===== config.mk =====
export PLATFORM = sky130hd
export DESIGN_NAME = adc_sample_writer
export DESIGN_NICKNAME = d
export VERILOG_FILES = /design/src/rtl/adda_pkg.sv /design/src/rtl/decim_accum.sv /design/src/rtl/adc_sample_writer.sv
export SDC_FILE = /design/constraint.sdc
export NUM_CORES = 1
export LEC_CHECK = 0
export BUFFER_PORTS_ARGS = -buffer_cell sky130_fd_sc_hd__buf_2
export CORE_AREA = 2 2 83 104
export DETAILED_ROUTE_END_ITERATION = 6
export DIE_AREA = 0 0 85 106
export PLACE_DENSITY = 0.85
export SETUP_SLACK_MARGIN = 0.15
export SYNTH_ARGS = -nofsm -noshare
export SYNTH_HDL_FRONTEND = slang
export SYNTH_HIERARCHICAL = 1
export SYNTH_SLANG_ARGS = --single-unit

===== constraint.sdc =====
create_clock -name clk_a -period 4.4 [get_ports clk_a]
set_clock_uncertainty 0.05 [all_clocks]
set_input_delay 0.88 -clock clk_a [delete_from_list [all_inputs] [get_ports clk_a]]
set_output_delay 0.88 -clock clk_a [all_outputs]
set_load 0.01 [all_outputs]

===== src/rtl/adda_pkg.sv =====
// rtl/adda_pkg.sv - shared ADC/FIFO constants, capture FSM states and log2 helper
package adda_pkg;

  // Native ADC sample width; also the write-data width of the capture FIFO.
  localparam int ADDA_DATA_WIDTH = 14;

  typedef enum logic [1:0] {
    ST_IDLE    = 2'd0,
    ST_CAPTURE = 2'd1,
    ST_DONE    = 2'd2
  } capt_state_e;

  // log2 of a power-of-two decimation factor; a bounded loop keeps it usable
  // as a constant function for any factor up to 2**31.
  function automatic int log2_pow2(input int n);
    int r;
    r = 0;
    for (int i = 0; i < 31; i++) begin
      if ((1 << i) < n) r = i + 1;
    end
    return r;
  endfunction

endpackage


===== src/rtl/decim_accum.sv =====
// rtl/decim_accum.sv - DECIM-sample accumulator with group-complete strobe
module decim_accum
  import adda_pkg::*;
#(
  parameter int DATA_WIDTH = ADDA_DATA_WIDTH,
  parameter int DECIM      = 4,
  localparam int LOG2_DECIM = log2_pow2(DECIM),
  localparam int ACC_W      = DATA_WIDTH + LOG2_DECIM
) (
  input  logic                  clk_a,
  input  logic                  rst,
  input  logic                  clr_i,
  input  logic                  smp_vld_i,
  input  logic [DATA_WIDTH-1:0] smp_data_i,
  output logic [ACC_W-1:0]      grp_sum_o,
  output logic                  grp_vld_o
);

  // A 1-bit counter is kept for DECIM=1 so the vector never collapses to zero width.
  localparam int CNT_W = (LOG2_DECIM > 0) ? LOG2_DECIM : 1;

  logic [CNT_W-1:0] cnt_q, cnt_d;
  logic [ACC_W-1:0] acc_q, acc_d;
  logic [ACC_W-1:0] sum_q, sum_d;
  logic             grp_vld_q, grp_vld_d;
  logic [ACC_W-1:0] acc_next;
  logic             last_smp;

  assign acc_next = acc_q + ACC_W'(smp_data_i);
  assign last_smp = (cnt_q == CNT_W'(DECIM - 1));

  // Accumulate valid samples; the DECIMth sample closes the group and restarts the sum.
  always_comb begin
    acc_d     = acc_q;
    cnt_d     = cnt_q;
    sum_d     = sum_q;
    grp_vld_d = 1'b0;
    if (clr_i) begin
      acc_d = '0;
      cnt_d = '0;
    end else if (smp_vld_i) begin
      if (last_smp) begin
        sum_d     = acc_next;
        grp_vld_d = 1'b1;
        acc_d     = '0;
        cnt_d     = '0;
      end else begin
        acc_d = acc_next;
        cnt_d = cnt_q + CNT_W'(1);
      end
    end
  end

  // Accumulator, sample counter and group result registers.
  always_ff @(posedge clk_a) begin
    if (rst) begin
      acc_q     <= '0;
      cnt_q     <= '0;
      sum_q     <= '0;
      grp_vld_q <= 1'b0;
    end else begin
      acc_q     <= acc_d;
      cnt_q     <= cnt_d;
      sum_q     <= sum_d;
      grp_vld_q <= grp_vld_d;
    end
  end

  assign grp_sum_o = sum_q;
  assign grp_vld_o = grp_vld_q;

endmodule


===== src/rtl/adc_sample_writer.sv =====
// rtl/adc_sample_writer.sv - decimating ADC capture into a FIFO with back-pressure drop count
module adc_sample_writer
  import adda_pkg::*;
#(
  parameter int DATA_WIDTH = ADDA_DATA_WIDTH,
  parameter int DECIM      = 4,
  parameter int FRAME_LEN  = 64
) (
  input  logic                  clk_a,
  input  logic                  rst,
  input  logic [DATA_WIDTH-1:0] adc_data,
  input  logic                  adc_otr,
  input  logic                  start,
  input  logic                  stop,
  input  logic                  fifo_full,
  input  logic                  fifo_almst_full,
  output logic                  wr_en,
  output logic [DATA_WIDTH-1:0] wr_data,
  output logic                  busy,
  output logic                  done,
  output logic [15:0]           drop_cnt,
  output logic                  ovr_flag
);

  localparam int LOG2_DECIM = log2_pow2(DECIM);
  localparam int ACC_W      = DATA_WIDTH + LOG2_DECIM;

  capt_state_e           state_q, state_d;
  logic [DATA_WIDTH-1:0] adc_q;
  logic                  smp_vld_q;
  logic [15:0]           grp_cnt_q, grp_cnt_d;
  logic                  wr_en_q, wr_en_d;
  logic [DATA_WIDTH-1:0] wr_data_q, wr_data_d;
  logic [15:0]           drop_cnt_q, drop_cnt_d;
  logic                  ovr_q, ovr_d;

  logic [ACC_W-1:0]      grp_sum;
  logic                  grp_vld;
  logic                  accum_clr;
  logic                  grp_ok;
  logic                  grp_last;
  logic                  back_pressure;
  logic                  start_acc;

  // Outside CAPTURE, or on an abort, any partial group is thrown away. A group whose
  // strobe is already up at the abort edge is still written, so done never leads it.
  assign accum_clr     = (state_q != ST_CAPTURE) || stop;
  assign grp_ok        = grp_vld && (state_q == ST_CAPTURE);
  assign grp_last      = grp_ok && (grp_cnt_q == 16'(FRAME_LEN - 1));
  assign back_pressure = fifo_full || fifo_almst_full;
  assign start_acc     = (state_q == ST_IDLE) && start;

  // Input register; a sample belongs to the frame if it was registered in CAPTURE.
  always_ff @(posedge clk_a) begin
    if (rst) begin
      adc_q     <= '0;
      smp_vld_q <= 1'b0;
    end else begin
      adc_q     <= adc_data;
      smp_vld_q <= (state_q == ST_CAPTURE);
    end
  end

  decim_accum #(
    .DATA_WIDTH (DATA_WIDTH),
    .DECIM      (DECIM)
  ) u_accum (
    .clk_a      (clk_a),
    .rst        (rst),
    .clr_i      (accum_clr),
    .smp_vld_i  (smp_vld_q),
    .smp_data_i (adc_q),
    .grp_sum_o  (grp_sum),
    .grp_vld_o  (grp_vld)
  );

  // Capture FSM next state: frame ends on abort or when the last group lands.
  always_comb begin
    state_d = state_q;
    case (state_q)
      ST_IDLE:    if (start) state_d = ST_CAPTURE;
      ST_CAPTURE: if (stop || grp_last) state_d = ST_DONE;
      ST_DONE:    state_d = ST_IDLE;
      default:    state_d = ST_IDLE;
    endcase
  end

  // Per-group write/drop decision, frame group count and sticky out-of-range flag.
  always_comb begin
    grp_cnt_d  = grp_cnt_q;
    wr_en_d    = 1'b0;
    wr_data_d  = wr_data_q;
    drop_cnt_d = drop_cnt_q;
    ovr_d      = ovr_q;
    if (start_acc) begin
      grp_cnt_d  = '0;
      drop_cnt_d = '0;
      ovr_d      = 1'b0;
    end
    if ((state_q == ST_CAPTURE) && adc_otr) begin
      ovr_d = 1'b1;
    end
    if (grp_ok) begin
      // Dropped groups still advance the frame: the frame is a fixed time window.
      grp_cnt_d = grp_cnt_q + 16'd1;
      if (!back_pressure) begin
        wr_en_d   = 1'b1;
        wr_data_d = DATA_WIDTH'(grp_sum >> LOG2_DECIM);
      end else if (drop_cnt_q != 16'hFFFF) begin
        drop_cnt_d = drop_cnt_q + 16'd1;
      end
    end
  end

  // State and output registers; reset wins over every other input.
  always_ff @(posedge clk_a) begin
    if (rst) begin
      state_q    <= ST_IDLE;
      grp_cnt_q  <= '0;
      wr_en_q    <= 1'b0;
      wr_data_q  <= '0;
      drop_cnt_q <= '0;
      ovr_q      <= 1'b0;
    end else begin
      state_q    <= state_d;
      grp_cnt_q  <= grp_cnt_d;
      wr_en_q    <= wr_en_d;
      wr_data_q  <= wr_data_d;
      drop_cnt_q <= drop_cnt_d;
      ovr_q      <= ovr_d;
    end
  end

  assign wr_en    = wr_en_q;
  assign wr_data  = wr_data_q;
  assign busy     = (state_q == ST_CAPTURE);
  assign done     = (state_q == ST_DONE);
  assign drop_cnt = drop_cnt_q;
  assign ovr_flag = ovr_q;

endmodule


## Yosys cells after proc, flatten, opt, wreduce, memory -nomap -nowiden

Index checks and enable logic that the tools add are counted.

| operators by class | value |
|---|---|
| add/subtract/negate cells | 4 |
| equality and inequality tests | 8 |
| mux-type cells | 15 |
| bitwise gates (word level) | 4 |
| reduce and logical (&&, ||, !) cells | 16 |

Operators by type and width:

| kind | number |
|---|---|
| $mux W16 | 7 |
| $add A16 B1 Y16 const B | 2 |
| $add A16 B14 Y16 | 1 |
| $eq A16 B6 Y1 const B | 1 |
| $ne A16 B16 Y1 const B | 1 |
| $mux W2 | 3 |
| $eq A2 B2 Y1 const B | 2 |
| $logic_and A1 B1 Y1 | 4 |
| $mux W1 | 4 |
| $ne A2 B1 Y1 const B | 2 |
| $not A1 Y1 | 4 |
| $pmux W2 S2 | 1 |
| $reduce_and A2 Y1 | 2 |
| $reduce_bool A2 Y1 | 2 |
| $reduce_or A2 Y1 | 2 |
| $logic_or A1 B1 Y1 | 3 |
| $reduce_and A3 Y1 | 1 |
| $reduce_or A3 Y1 | 1 |
| $add A2 B1 Y2 const B | 1 |
| $eq A2 B1 Y1 const B | 1 |
| $logic_not A2 Y1 | 1 |
| $ne A2 B2 Y1 const B | 1 |

| storage, ports and cells | value |
|---|---|
| flip-flop bits (word level) | 100 |

## Depth between registers and ports, before layout

Gate-level depths: netlist of the first run.

| depth | value |
|---|---|
| word-level depth | 6 |
| gate-level depth with buffers | 8 |
| depth with buffers taken out | 8 |

## By module

The synthesis of the first run kept the hierarchy.

By module, submodules not included:

| module | times used | cells each | area each (µm²) | seq. area each (µm²) |
|---|---|---|---|---|
| adc_sample_writer | 1 | 307 | 2839.0 | 1301.2 |
| decim_accum | 1 | 257 | 2098.3 | 700.7 |

## Worst setup path before layout of the first run

No wires, ideal clock.

| timing path | value |
|---|---|
| kind | input port to flip-flop |
| start point | in stop |
| end point | reg u_accum.acc_q[7] |
| data arrival time | 2.180 ns |
| data required time | 4.271 ns |
| path slack | 2.091 ns |
| stages on the path | 5 |
| buffers on the path | 1 |
| cells stage by stage | nand2b_1 -> or2_1 -> clkbuf_1 -> or4b_2 -> o211ai_1 |

| between the ends | value |
|---|---|
| longest elaborated chain between the ends | 2 |

RTL lines:

| what | RTL line | RTL |
|---|---|---|
| start, declared | adc_sample_writer.sv:14 | `input logic stop,` |
| $logic_or A1 B1 Y1 | adc_sample_writer.sv:47 | `assign accum_clr = (state_q != ST_CAPTURE) \|\| stop;` |
| $reduce_or A2 Y1 (no line) | -- |  |
| end signal, assigned | decim_accum.sv:57 | `acc_q <= '0;` |
| end signal, assigned | decim_accum.sv:62 | `acc_q <= acc_d;` |
| end, declared | decim_accum.sv:23 | `logic [ACC_W-1:0] acc_q, acc_d;` |

Every way passes these cells.
A chain may end at the register's enable or synchronous reset.

## Worst setup path after layout of the first run

| timing path | value |
|---|---|
| start point | reg u_accum.acc_q[0] |
| end point | reg u_accum.acc_q[14] |

| between the ends | value |
|---|---|
| longest elaborated chain between the ends | 2 |

RTL lines:

| what | RTL line | RTL |
|---|---|---|
| $add A16 B14 Y16 | decim_accum.sv:29 | `assign acc_next = acc_q + ACC_W'(smp_data_i);` |
| $mux W16 | decim_accum.sv:42 | `if (last_smp) begin` |

Every way passes these cells.

==> impl_metrics.csv, run 1 <==
group,metric,value,unit
status,status,"complete, but fails checks",
status,violations,"DRC",
clock_tree,clkLatencyLatePin,0.38,ns
die,fp.dieArea,9010,um2
clock_tree,clock-sinks,98,
flow_run,max-cap-violations,0,
detailed_routing,wl_per_cell,15.00,um
synthesis,syn_area_per_cell,8.763,um2
min_path,min_to,"wr_data[5]$_SDFFE_PP0P_",
layout,drive_above_1_share,0.1566,
min_path,hold_start,"u_accum/grp_sum_o[7]$_SDFFE_PP0P_",
timing,rsz0062_at_grt,"no",
clock_tree,ctsResizeCount,0,
timing,worst_slew_pin_slew,0.9623,ns
detailed_routing,wirelength,10.37,mm
detailed_routing,drc_errors,3,
global_route,grt_pass1_vias,3897,
detailed_routing,vias,4288,
clock_tree,cts-root-buf,"clkbuf_8",
detailed_routing,antenna_left,0,
clock_tree,cts_tree,"built",
die,die_h,106,um
timing,maxSlewViolCount,0,
timing,fmax,386.3,MHz
placement,placed_area,5090,um2
timing,fin_crit_sh,0.5884,
placement,place_inst,675,
critical_path,start_kind,"register",
global_route,grt_max_degree,48,
power,p_total,1.586,mW
power,power.switching_fraction,0.2454,
die,initial_core_util,0.6014,
layout,area_delta_synth_final,8.680,%
clock_tree,post_cts_buffers,0,
placement,dpl.hpwl,7.312,mm
die,num_rows,37,
timing,fin_ws,1.811,ns
critical_path,crit_required,4.58,ns
min_path,hold_path_depth,2,
layout,fin_nets,628,
critical_path,reg2reg_setup_slack,1.81,ns
layout,fill_cells,656,
clock_tree,cts.htree.levels,3,
layout,seq_area,1962,um2
power,power_frac_seq,0.568,
global_route,grt-ovfl-total,0,
detailed_routing,drt_iter0_markers,304,
die,core,8102,um2
layout,final_cell_count_no_fill,691,
detailed_routing,first_pass_iters,7,
global_route,antenna_found_initial,0,
critical_path,rr_worst_depth,8,
placement,pre_cts_ws,1.647,ns
clock_tree,cts_buffer_depth,2,
timing,setup_viol,0,
critical_path,crit_arrival,2.77,ns
power,p_int,1.197,mW
power,ir_worst_vdd,208.3,uV
timing,period_needed,2.589,ns
die,chipWidth,85,um
timing,hold_viol_final,0,
power,clock_power_share,0.380,
synthesis,synthCells,556,
power,p_per_area,299.4,nW/um2
clock_tree,numCtsBuffers,9,
critical_path,r2r_end,"u_accum/acc_q[14]$_SDFFE_PP0P_",
timing,whs,0.3945,ns
synthesis,syn-num-nets,595,
clock_tree,clk_pin_slew,0.11,ns
clock_tree,hold_buffers,0,
critical_path,r2r-start,"u_accum/acc_q[0]$_SDFFE_PP0P_",
critical_path,cp-end-kind,"register",
layout,multiInputGateArea,2684,um2
power,p_leak,2.086,nW
power,p_switching,0.3890,mW
layout,stdcell_area,5295,um2
placement,gp_congestion,0.8788,
critical_path,cp_max_fo,3,
critical_path,setup.worst_path.start,"u_accum/acc_q[0]$_SDFFE_PP0P_",
power,combinationalPowerShare,0.052,
min_path,hold_class,"reg2reg",
placement,io_buffer_count,54,
layout,num_antenna_cells,0,
timing,setup_tns,0,ns
global_route,grtUsageTotal,0.2374,
synthesis,synth_area,4872,um2
critical_path,crit_type,"reg2reg",
detailed_routing,vias_per_cell,6.205,
die,io_pins,55,
global_route,grt_pass1_wl,17.68,mm
timing,slew_headroom,0.3561,
layout,fin_util,0.6536,
synthesis,ys_warn_count,6,
[flip-flops by register name, indices dropped and copies added, names as in the netlist, 2 cells and up]
register	count
drop_cnt	16
grp_cnt_q	16
u_accum/acc_q	16
adc_q	14
u_accum/grp_sum_o	14
wr_data	14
state_q	2
u_accum/cnt_q	2
[layout make-up]
type,count,area share
clock buffers,9,0.02339
clock inverters,7,0.01536
inverters,8,0.005671
multi-input cells,415,0.5069
flip-flops and latches,98,0.3705
well taps,97,0.02292
repair buffers,57,0.05529
[worst max path at each step]
stage	to	slack [ns]	cells after the start
after CTS	u_accum/acc_q[7]$_SDFFE_PP0P_	1.83	5
after floorplan	u_accum/acc_q[7]$_SDFFE_PP0P_	2.09	5
after global routing	u_accum/acc_q[7]$_SDFFE_PP0P_	1.58	5
final	u_accum/acc_q[14]$_SDFFE_PP0P_	1.81	8
after detailed placement	u_accum/acc_q[7]$_SDFFE_PP0P_	1.65	6
after global placement	u_accum/acc_q[7]$_SDFFE_PP0P_	1.74	6
[critical path, stage by stage (launching register included)]
cell and delay [ns]:
dfxtp_1 0.33, ha_1 0.20, fa_1 0.42, a21o_1 0.23
a221oi_2 0.38, o221ai_1 0.28, a31oi_1 0.35, or3_1 0.16
a21oi_1 0.05
[layout by cell type (no fill, tap or decap), drive strengths merged, types with 7 or more instances in the layout]
master and n:
o211ai 11, inv 12, nand2 59, and3 9, nand4 13, nor2b 24, or3 8, dfxtp 98
a221o 9, ha 17, nor4 14, nor2 37, nand3 26, and2 10, xnor2 7, o21ai 11
a21oi 52, nand3b 17, a21o 8, clkbuf 9, buf 57
[metal layers]
metal	routed length (um)	vias up	share of wire	global-route usage
met5	0	-	0	0
met4	291	0	0.028	0.1270
met2	5071	147	0.49	0.3890
li1	-	2100	-	-
met3	564	25	0.054	0.04193
met1	4439	2016	0.43	0.2948
[power by group through the flow]
stage | logic (mW) | clock network (mW) | registers, mW
floorplan | 0.0624 | 0 | 0.921
global route | 0.0923 | 0.650 | 0.902
global placement | 0.0792 | 0 | 0.921
CTS | 0.0825 | 0.617 | 0.901
finish | 0.0830 | 0.602 | 0.901
detailed placement | 0.0819 | 0 | 0.921
Power figures use the tool's default switching activity.
==> run 2: changes to the inputs <==
--- a/config.mk
+++ b/config.mk
@@ -6,10 +6,10 @@
 export NUM_CORES = 1
 export LEC_CHECK = 0
 export BUFFER_PORTS_ARGS = -buffer_cell sky130_fd_sc_hd__buf_2
-export CORE_AREA = 2 2 83 104
+export CORE_AREA = 2 2 85 108
 export DETAILED_ROUTE_END_ITERATION = 6
-export DIE_AREA = 0 0 85 106
-export PLACE_DENSITY = 0.85
+export DIE_AREA = 0 0 87 110
+export PLACE_DENSITY = 0.81
 export SETUP_SLACK_MARGIN = 0.15
 export SYNTH_ARGS = -nofsm -noshare
 export SYNTH_HDL_FRONTEND = slang
==> constraint.sdc (replaced) <==
create_clock -name clk_a -period 2.6 [get_ports clk_a]
set_clock_uncertainty 0.05 [all_clocks]
set_input_delay 0.52 -clock clk_a [delete_from_list [all_inputs] [get_ports clk_a]]
set_output_delay 0.52 -clock clk_a [all_outputs]
set_load 0.01 [all_outputs]
==> impl_metrics.csv, run 2 (synthesized netlist as in run 1, its figures left out) <==
group,metric,value,unit
status,status,"finished, final reports clean",
critical_path,rr_worst_depth,7,
clock_tree,cts_buffer_depth,2,
placement,place_inst,687,
detailed_routing,drc_errors,0,
flow_run,max-cap-violations,0,
die,chipWidth,87,um
min_path,min_to,"adc_q[2]$_SDFF_PP0_",
critical_path,crit_required,2.84,ns
layout,fin_nets,638,
timing,period_needed,2.326,ns
global_route,grt_pass1_wl,17.84,mm
layout,final_common_cell,"dfxtp_1",
detailed_routing,first_pass_iters,5,
clock_tree,clkLatencyLatePin,0.37,ns
power,p_leak,2.138,nW
min_path,hold_class,"in2reg",
timing,rsz0062_at_grt,"no",
detailed_routing,vias,4249,
clock_tree,cts.htree.levels,3,
critical_path,r2r-start,"u_accum/acc_q[4]$_SDFFE_PP0P_",
timing,fmax,430.0,MHz
detailed_routing,wirelength,10.53,mm
detailed_routing,antenna_left,0,
clock_tree,cts_tree,"built",
detailed_routing,drt_iter0_markers,190,
timing,slew_headroom,0.5493,
power,p_per_area,504.1,nW/um2
layout,num_antenna_cells,0,
die,fp.dieArea,9570,um2
layout,fill_cells,722,
critical_path,crit_type,"reg2reg",
detailed_routing,vias_per_cell,6.036,
timing,worst_slew_pin_slew,0.6761,ns
layout,final_cell_count_no_fill,704,
die,die_h,110,um
critical_path,cp-end-kind,"register",
die,io_pins,55,
placement,io_buffer_count,54,
layout,layout_common_cells,"98 x dfxtp_1, 59 x nand2_1, 54 x buf_2, 51 x a21oi_1, 36 x nor2_1",
power,ir_worst_vdd,312.9,uV
timing,hold_viol_final,0,
clock_tree,numCtsBuffers,9,
min_path,hold_start,"adc_data[2]",
layout,area_delta_synth_final,11.68,%
die,num_rows,38,
clock_tree,clk_pin_slew,0.09,ns
die,core,8511,um2
timing,setup_viol,0,
critical_path,r2r_end,"u_accum/acc_q[15]$_SDFFE_PP0P_",
global_route,antenna_found_initial,0,
timing,setup_tns,0,ns
critical_path,cp_max_fo,5,
clock_tree,clock-sinks,98,
layout,drive_above_1_share,0.1788,
critical_path,reg2reg_setup_slack,0.27,ns
global_route,grt-ovfl-total,0,
power,p_total,2.743,mW
critical_path,crit_arrival,2.57,ns
timing,maxSlewViolCount,0,
timing,fin_crit_sh,0.8945,
global_route,grt_pass1_vias,3931,
timing,whs,0.3101,ns
placement,dpl.hpwl,7.423,mm
clock_tree,cts-root-buf,"clkbuf_8",
global_route,grtUsageTotal,0.2284,
critical_path,start_kind,"register",
min_path,hold_path_depth,2,
placement,gp_congestion,0.8930,
global_route,grt_max_degree,34,
die,initial_core_util,0.5725,
detailed_routing,wl_per_cell,14.96,um
run 2: critical path, stage by stage (launching register included):
cell and delay [ns]:
dfxtp_1 0.33, ha_1 0.34, a21o_1 0.25, a31o_1 0.23, o21ai_2 0.27, a21oi_2 0.12, or4b_1 0.49, a31oi_1 0.19
run 2: worst max-delay path by stage:
stage | startpoint | to | slack [ns] | cells past startpoint
after floorplan | adc_q[0]$_SDFF_PP0_ | u_accum/acc_q[14]$_SDFFE_PP0P_ | 0.43 | 8
after global placement | adc_q[0]$_SDFF_PP0_ | u_accum/acc_q[14]$_SDFFE_PP0P_ | 0.21 | 8
after detailed placement | u_accum/acc_q[0]$_SDFFE_PP0P_ | u_accum/acc_q[14]$_SDFFE_PP0P_ | 0.16 | 8
after CTS | adc_q[0]$_SDFF_PP0_ | u_accum/acc_q[14]$_SDFFE_PP0P_ | 0.21 | 8
after global routing | u_accum/acc_q[4]$_SDFFE_PP0P_ | u_accum/acc_q[15]$_SDFFE_PP0P_ | 0.17 | 7
final | u_accum/acc_q[4]$_SDFFE_PP0P_ | u_accum/acc_q[15]$_SDFFE_PP0P_ | 0.27 | 7
run 2: area by class of cell:
class | count | area [um2] | share of cell area
Timing Repair Buffer | 67 | 367.9 | 0.06760
Multi-Input combinational cell | 415 | 2738 | 0.5031
Clock buffer | 10 | 127.6 | 0.02345
Clock inverter | 6 | 91.34 | 0.01679
Tap cell | 100 | 125.1 | 0.02299
Inverter | 8 | 30.03 | 0.005519
Sequential cell | 98 | 1962 | 0.3605
run 2: through the flow:
step	worst slack, ns	utilization	cell area, um2
after global placement	0.2144	0.6064	5161
after detailed placement	0.1600	0.6064	5161
after CTS	0.2054	0.6335	5391
after global routing	0.1692	0.6394	5441
after floorplan	0.4284	-	4872
final	0.2744	0.6394	5441
run 2: repair_timing:
item	CTS	global route
hold buffers	0	0
buffers inserted	0	1
resized for setup	1	7
endpoints found under the setup margin	1	5
pin swaps	0	2
run 2: per-layer routing:
metal / global-route usage / share of wire / vias up
li1: - / - / 2115
met1: 0.2825 / 0.43 / 1985
met2: 0.3948 / 0.50 / 131
met3: 0.04617 / 0.052 / 18
met4: 0.07701 / 0.015 / 0
met5: 0 / 0 / -
run 2: power by group:
part           leakage [nW]  switching [mW]  internal (mW)
registers             0.793         0.00831           1.52
clock network        0.0987           0.526          0.543
logic                  1.25          0.0940         0.0562
total                  2.14           0.628           2.12
